**config.mk**
```make
export PLATFORM = sky130hd
export DESIGN_NAME = instr_fetch_flat
export DESIGN_NICKNAME = d
export VERILOG_FILES = /design/src/rtl/instr_fetch_if.sv /design/src/rtl/instr_fetch.sv /design/src/flat_wrapper.sv
export SDC_FILE = /design/constraint.sdc
export NUM_CORES = 1
export LEC_CHECK = 0
export CORE_ASPECT_RATIO = 0.5
export CORE_MARGIN = 3
export CORE_UTILIZATION = 47
export CTS_BUF_LIST = sky130_fd_sc_hd__clkbuf_4
export DETAILED_ROUTE_END_ITERATION = 10
export PLACE_DENSITY = 0.81
export SYNTH_ARGS = -nofsm -noshare
export SYNTH_HDL_FRONTEND = slang
export SYNTH_SLANG_ARGS = --single-unit
```
**constraint.sdc**
```tcl
create_clock -name clk -period 2.8 [get_ports clk]
set_clock_uncertainty 0.1 [all_clocks]
set_input_delay 0.56 -clock clk [delete_from_list [all_inputs] [get_ports clk]]
set_output_delay 0.56 -clock clk [all_outputs]
set_load 0.005 [all_outputs]
```
**src/rtl/instr_fetch_if.sv**
```systemverilog
// Instruction-memory request/acknowledge bus between the fetch unit and imem.
interface instr_fetch_if;
  logic        imem_req;
  logic [31:0] imem_addr;
  logic        imem_ack;
  logic [31:0] imem_rdata;

  modport master (
    output imem_req,
    output imem_addr,
    input  imem_ack,
    input  imem_rdata
  );

  modport slave (
    input  imem_req,
    input  imem_addr,
    output imem_ack,
    output imem_rdata
  );
endinterface

```
**src/rtl/instr_fetch.sv**
```systemverilog
// Single-outstanding instruction fetch unit with branch redirect and kill of in-flight fetches.
// Optional macro IFETCH_FETCH_COUNT_EN adds a 32-bit count of captured fetches (fetch_count).
module instr_fetch #(
  parameter logic [31:0] RESET_PC = 32'h0000_0000
) (
  input  logic                 clk,
  input  logic                 reset,
  instr_fetch_if.master        imem,
  input  logic                 stall,
  input  logic                 branch_taken,
  input  logic [31:0]          branch_target,
  output logic [31:0]          instr,
  output logic                 instr_valid,
  output logic [5:0]           opcode,
  output logic [31:0]          pc,
  output logic [31:0]          pc_plus4
`ifdef IFETCH_FETCH_COUNT_EN
  ,
  output logic [31:0]          fetch_count
`endif
);

  typedef enum logic [1:0] {StIdle, StReq, StHold} state_e;

  state_e      state_q, state_d;
  logic [31:0] fetch_addr_q, fetch_addr_d;
  logic [31:0] pc_q, pc_d;
  logic [31:0] instr_q, instr_d;
  logic        valid_q, valid_d;
  logic        kill_q, kill_d;
  logic [31:0] redirect_q, redirect_d;
  logic [31:0] target_aligned;

  assign target_aligned = branch_target & ~32'd3;

  always_comb begin
    state_d      = state_q;
    fetch_addr_d = fetch_addr_q;
    pc_d         = pc_q;
    instr_d      = instr_q;
    valid_d      = valid_q;
    kill_d       = kill_q;
    redirect_d   = redirect_q;
    unique case (state_q)
      StIdle: state_d = StReq;
      StReq: begin
        if (imem.imem_ack) begin
          // A branch arriving with the ack is the newest redirect and wins over any pending kill.
          if (branch_taken) begin
            fetch_addr_d = target_aligned;
            kill_d       = 1'b0;
          end else if (kill_q) begin
            fetch_addr_d = redirect_q;
            kill_d       = 1'b0;
          end else begin
            instr_d = imem.imem_rdata;
            pc_d    = fetch_addr_q;
            valid_d = 1'b1;
            state_d = StHold;
          end
        end else if (branch_taken) begin
          kill_d     = 1'b1;
          redirect_d = target_aligned;
        end
      end
      StHold: begin
        if (!stall) begin
          valid_d      = 1'b0;
          state_d      = StReq;
          fetch_addr_d = branch_taken ? target_aligned : pc_q + 32'd4;
        end
      end
      default: state_d = StIdle;
    endcase
  end

  always_ff @(posedge clk) begin
    if (reset) begin
      state_q      <= StIdle;
      fetch_addr_q <= RESET_PC;
      pc_q         <= RESET_PC;
      instr_q      <= 32'd0;
      valid_q      <= 1'b0;
      kill_q       <= 1'b0;
      redirect_q   <= 32'd0;
    end else begin
      state_q      <= state_d;
      fetch_addr_q <= fetch_addr_d;
      pc_q         <= pc_d;
      instr_q      <= instr_d;
      valid_q      <= valid_d;
      kill_q       <= kill_d;
      redirect_q   <= redirect_d;
    end
  end

  assign imem.imem_req  = (state_q == StReq);
  assign imem.imem_addr = fetch_addr_q;
  assign instr          = instr_q;
  assign instr_valid    = valid_q;
  assign opcode         = instr_q[31:26];
  assign pc             = pc_q;
  assign pc_plus4       = pc_q + 32'd4;

`ifdef IFETCH_FETCH_COUNT_EN
  logic        capture;
  logic [31:0] count_q;

  assign capture = (state_q == StReq) && imem.imem_ack && !kill_q && !branch_taken;

  always_ff @(posedge clk) begin
    if (reset) begin
      count_q <= 32'd0;
    end else if (capture) begin
      count_q <= count_q + 32'd1;
    end
  end

  assign fetch_count = count_q;
`endif

endmodule
```
**src/flat_wrapper.sv**
```systemverilog
// flat-port wrapper written by rule: the top's interface ports become plain ports
module instr_fetch_flat 
#(
  parameter logic [31:0] RESET_PC = 32'h0000_0000
)
  (clk, reset, stall, branch_taken, branch_target, instr, instr_valid, opcode, pc, pc_plus4, imem_imem_req, imem_imem_addr, imem_imem_ack, imem_imem_rdata);
  instr_fetch_if imem_i ();
  input  logic clk;
  input  logic reset;
  input  logic stall;
  input  logic branch_taken;
  input  logic [31:0] branch_target;
  output logic [31:0] instr;
  output logic instr_valid;
  output logic [5:0] opcode;
  output logic [31:0] pc;
  output logic [31:0] pc_plus4;
  output wire logic [$bits(imem_i.imem_req)-1:0] imem_imem_req;
  output wire logic [$bits(imem_i.imem_addr)-1:0] imem_imem_addr;
  input wire logic [$bits(imem_i.imem_ack)-1:0] imem_imem_ack;
  input wire logic [$bits(imem_i.imem_rdata)-1:0] imem_imem_rdata;
  assign imem_imem_req = imem_i.imem_req;
  assign imem_imem_addr = imem_i.imem_addr;
  assign imem_i.imem_ack = imem_imem_ack;
  assign imem_i.imem_rdata = imem_imem_rdata;
  instr_fetch #(.RESET_PC(RESET_PC)) u_core (.clk(clk), .reset(reset), .imem(imem_i), .stall(stall), .branch_taken(branch_taken), .branch_target(branch_target), .instr(instr), .instr_valid(instr_valid), .opcode(opcode), .pc(pc), .pc_plus4(pc_plus4));
endmodule
```
==> impl_results.md <==
- Number of antenna cells inserted: 0
- FMAX: 0.3376 GHz
- Power per cell area: 414.8 mW/mm2
- Sequential cell area: 0.002629 mm2
- Clock-pin slew on the worst setup and hold paths: ~0.12 ns
- TritonCTS Buffers: 17
- Status: finished, violations left
- Maximum net fanout on the critical path: 3
- Worst supply voltage drop on vdd: 0.0002658 V
- Via Count: between 7000 and 8000
- Leading cell type in the layout, fill and taps excluded: sky130_fd_sc_hd__nand2_1
- Critical setup path kind: reg2out
- RSZ-0062 raised after global routing: true
- Area growth, synth to finish: 55.41%
- Clock Sinks: 130
- Average cell area after synthesis: approximately 7.5 um2
- Kind of start point of the critical path: flip-flop
- Netlist area before placement: around 0.0060 mm2
- Hold Vio Cnt, Final: 0
- Fillers: between 800 and 900
- Root cell of the clock tree: sky130_fd_sc_hd__clkbuf_4
- Hold-fix buffers, CTS: 0
- Count of input and output buffers: 202
- Total area of multi-input combinational cells: between 0.003 and 0.004 mm2
- Worst-case setup margin in the final layout: -0.1623 ns
- Deepest clock path buffer count: 2
- Warning count from the yosys run: 0
- Setup Viol. Count Final: 13
- CP arrival: 2.30 ns
- Floorplan die width: ~170 um
- Synthesized instance count: 805
- Total number of nets in the final design: 1125
- Number of primary I/O pins: 205
- Placed inst area: 0.008464 mm2
- Data required time of the critical path: 2.14 ns
- Overall Power: roughly 3.9 mW
- Final max-slew violation count: 0
- Final core area utilization: 77.08%
- Residual overflow from global routing: 0
- Violation count after the first detailed-routing iteration: 924
- Drt pass-1 iters: 6
- Largest area contributor in the netlist: sky130_fd_sc_hd__dfxtp_1
- Total die area: 0.01435 mm2
- Number of antenna violations at the first check in global routing: 0
- Leak pwr: about 3.5 nW
- Global-route wire length before repair: 35.54 mm
- Half-perimeter wire length after placement: 14.46 mm
- Final routed wire length divided by cell count: 18.95 um
- Insertion delay of the later-clocked pin in the worst-skew pair: 0.54 ns
- Count of standard-cell rows: 28
- Number of nets still failing antenna checks after routing: 0
- Post-Syn Nets: 875
- DRT Wirelength: 23.36 mm
- Share of the clock period used by the worst path after layout: 105.8%
- Commonest cells after routing, fill and taps aside: sky130_fd_sc_hd__nand2_1 (219), sky130_fd_sc_hd__clkdlybuf4s50_1 (174), sky130_fd_sc_hd__a21oi_1 (114)
- Endpoint type of the worst setup path: output pin
- Post-synth cell types: 53
- Via density: 5.929
- Final weighted congestion of routability-driven global placement: 0.8686
- Type of the most critical hold path: reg2reg
- Synthesized flop and latch total: between 100 and 150
- Share of post-route cells with drive strength above 1: roughly a fifth
- Chip Height: 86.21 um
- Largest net degree at the start of global routing: 63
- Final Cell Area: 0.009398 mm2
- Tightest hold margin: about 0.36 ns
- Max-cap violation count: 0
- Via count of the first global-routing pass: 7017
- DR DRC count: 0
- Slew at the pin with the worst max-slew slack: 0.7207 ns
- Violations in the final reports: negative setup slack
- Top-area cell type share of the netlist area: 43.04%
- Time the final worst path needs with I/O delays and setup: between 2 and 3 ns
- Core area: 0.01219 mm2
- Number of H-tree branching levels: 4
- CTS tree: yes
- Overall global routing resource usage: 30.52%
- Initial standard-cell utilization of the core: 49.60%
- Sequential cell area fraction in the yosys report: 43.04%
- Top area cells in the synthesized netlist: sky130_fd_sc_hd__dfxtp_1 (43%), sky130_fd_sc_hd__nand2_1 (14%), sky130_fd_sc_hd__a21oi_1 (9.5%)
- Slew headroom: between 50% and 60%
## area by class of cell
cell class                      count  area share, %
Clock inverter                     14          1.744
Inverter                            6         0.2396
Clock buffer                       18          1.438
Tap cell                          165          2.197
Sequential cell                   130          27.97
Multi-Input combinational cell    597          36.51
Timing Repair Buffer              303          29.90
## path summary, 6_finish.rpt
path | from | end | slack (ns) | cells after the start
worst max-delay path | u_core.pc[3]$_SDFFE_PP0P_ | pc_plus4[22] | -0.16 | 9
worst min-delay path | u_core.redirect_q[27]$_SDFFE_PP0P_ | u_core.redirect_q[27]$_SDFFE_PP0P_ | 0.36 | 2
worst max register to register | u_core.pc[3]$_SDFFE_PP0P_ | u_core.imem.imem_addr[22]$_SDFFE_PP0P_ | 0.29 | 10
worst min register to register | u_core.redirect_q[27]$_SDFFE_PP0P_ | u_core.redirect_q[27]$_SDFFE_PP0P_ | 0.36 | 2
## through the flow
step	setup TNS (ns)	setup slack, ns	instances
2_1_floorplan	0	0.4540	805
3_3_place_gp	0	0.09033	1157
3_5_place_dp	0	0.08058	1157
4_1_cts	-0.9714	-0.1621	1225
5_1_grt	-2.394	-0.2793	1233
6_report	-1.224	-0.1623	1233
## where the power goes
part	switching (mW)	internal, mW
Sequential	0.0531	1.92
Combinational	0.269	0.280
Clock	0.757	0.623
Total	1.08	2.82
## cells in the mapped netlist (all sizes together)
| library cell | instances |
|---|---|
| nand2 | 224 |
| dfxtp | 130 |
| a21oi | 115 |
| clkbuf | 54 |
| nor2 | 47 |
| a211oi | 23 |
| and3 | 20 |
| nand3 | 20 |
| buf | 18 |
| o21ai | 17 |
| nor3 | 14 |
| nor4 | 14 |
| a311oi | 12 |
| or2 | 12 |
| nand4 | 11 |
| o31a | 10 |
| xnor2 | 10 |
| o211ai | 7 |
| inv | 6 |
| and4 | 4 |
| or3 | 4 |
| or4 | 4 |
| xor2 | 4 |
| o31ai | 3 |
| a221oi | 2 |
| a31oi | 2 |
| and2 | 2 |
| nor2b | 2 |
| nor3b | 2 |
| a211o | 1 |
| and3b | 1 |
| ha | 1 |
| mux2i | 1 |
| nand2b | 1 |
| nand3b | 1 |
| nand4b | 1 |
| nor4bb | 1 |
| o21a | 1 |
| o21bai | 1 |
| o22ai | 1 |
| o311ai | 1 |
## cells by family after synthesis
logic type | synth area share [%]
XOR/XNOR | 2.028
AO/OA/AOI/OAI | 19.55
flip-flops | 43.04
multiplexers | 0.1655
AND/OR/NAND/NOR | 29.51
buffers and inverters | 5.504
adder cells (fa/ha/maj) | 0.2069
## critical path, cell delays in order, from the launching register on
cell	delay, ns
sky130_fd_sc_hd__dfxtp_2	0.37
sky130_fd_sc_hd__buf_6	0.11
sky130_fd_sc_hd__ha_4	0.16
sky130_fd_sc_hd__nand3_4	0.11
sky130_fd_sc_hd__buf_6	0.14
sky130_fd_sc_hd__nor4_4	0.29
sky130_fd_sc_hd__buf_4	0.18
sky130_fd_sc_hd__nand4_4	0.11
sky130_fd_sc_hd__xnor2_2	0.16
sky130_fd_sc_hd__buf_2	0.14
## per-layer routing
metal / GRT usage (%) / share of wire, %
met1: 35.61 / 37
met3: 9.795 / 11
met4: 11.75 / 3.5
met5: 0 / 0
met2: 53.37 / 48
## flip-flops by register name (all words and copies together) (netlist names)
| register | flops |
|---|---|
| u_core.instr_valid | 1 |
| u_core.state_q | 2 |
| u_core.redirect_q | 30 |
| u_core.instr | 32 |
| u_core.pc | 32 |
| u_core.imem.imem_addr | 32 |
| u_core.kill_q | 1 |
## timing repair
action	CTS	global route
pin swaps	34	29
gates cloned	0	0
resized for setup	142	49
endpoints found under the setup margin	26	23
setup buffers	36	17
(Power assumes the default switching activity.)
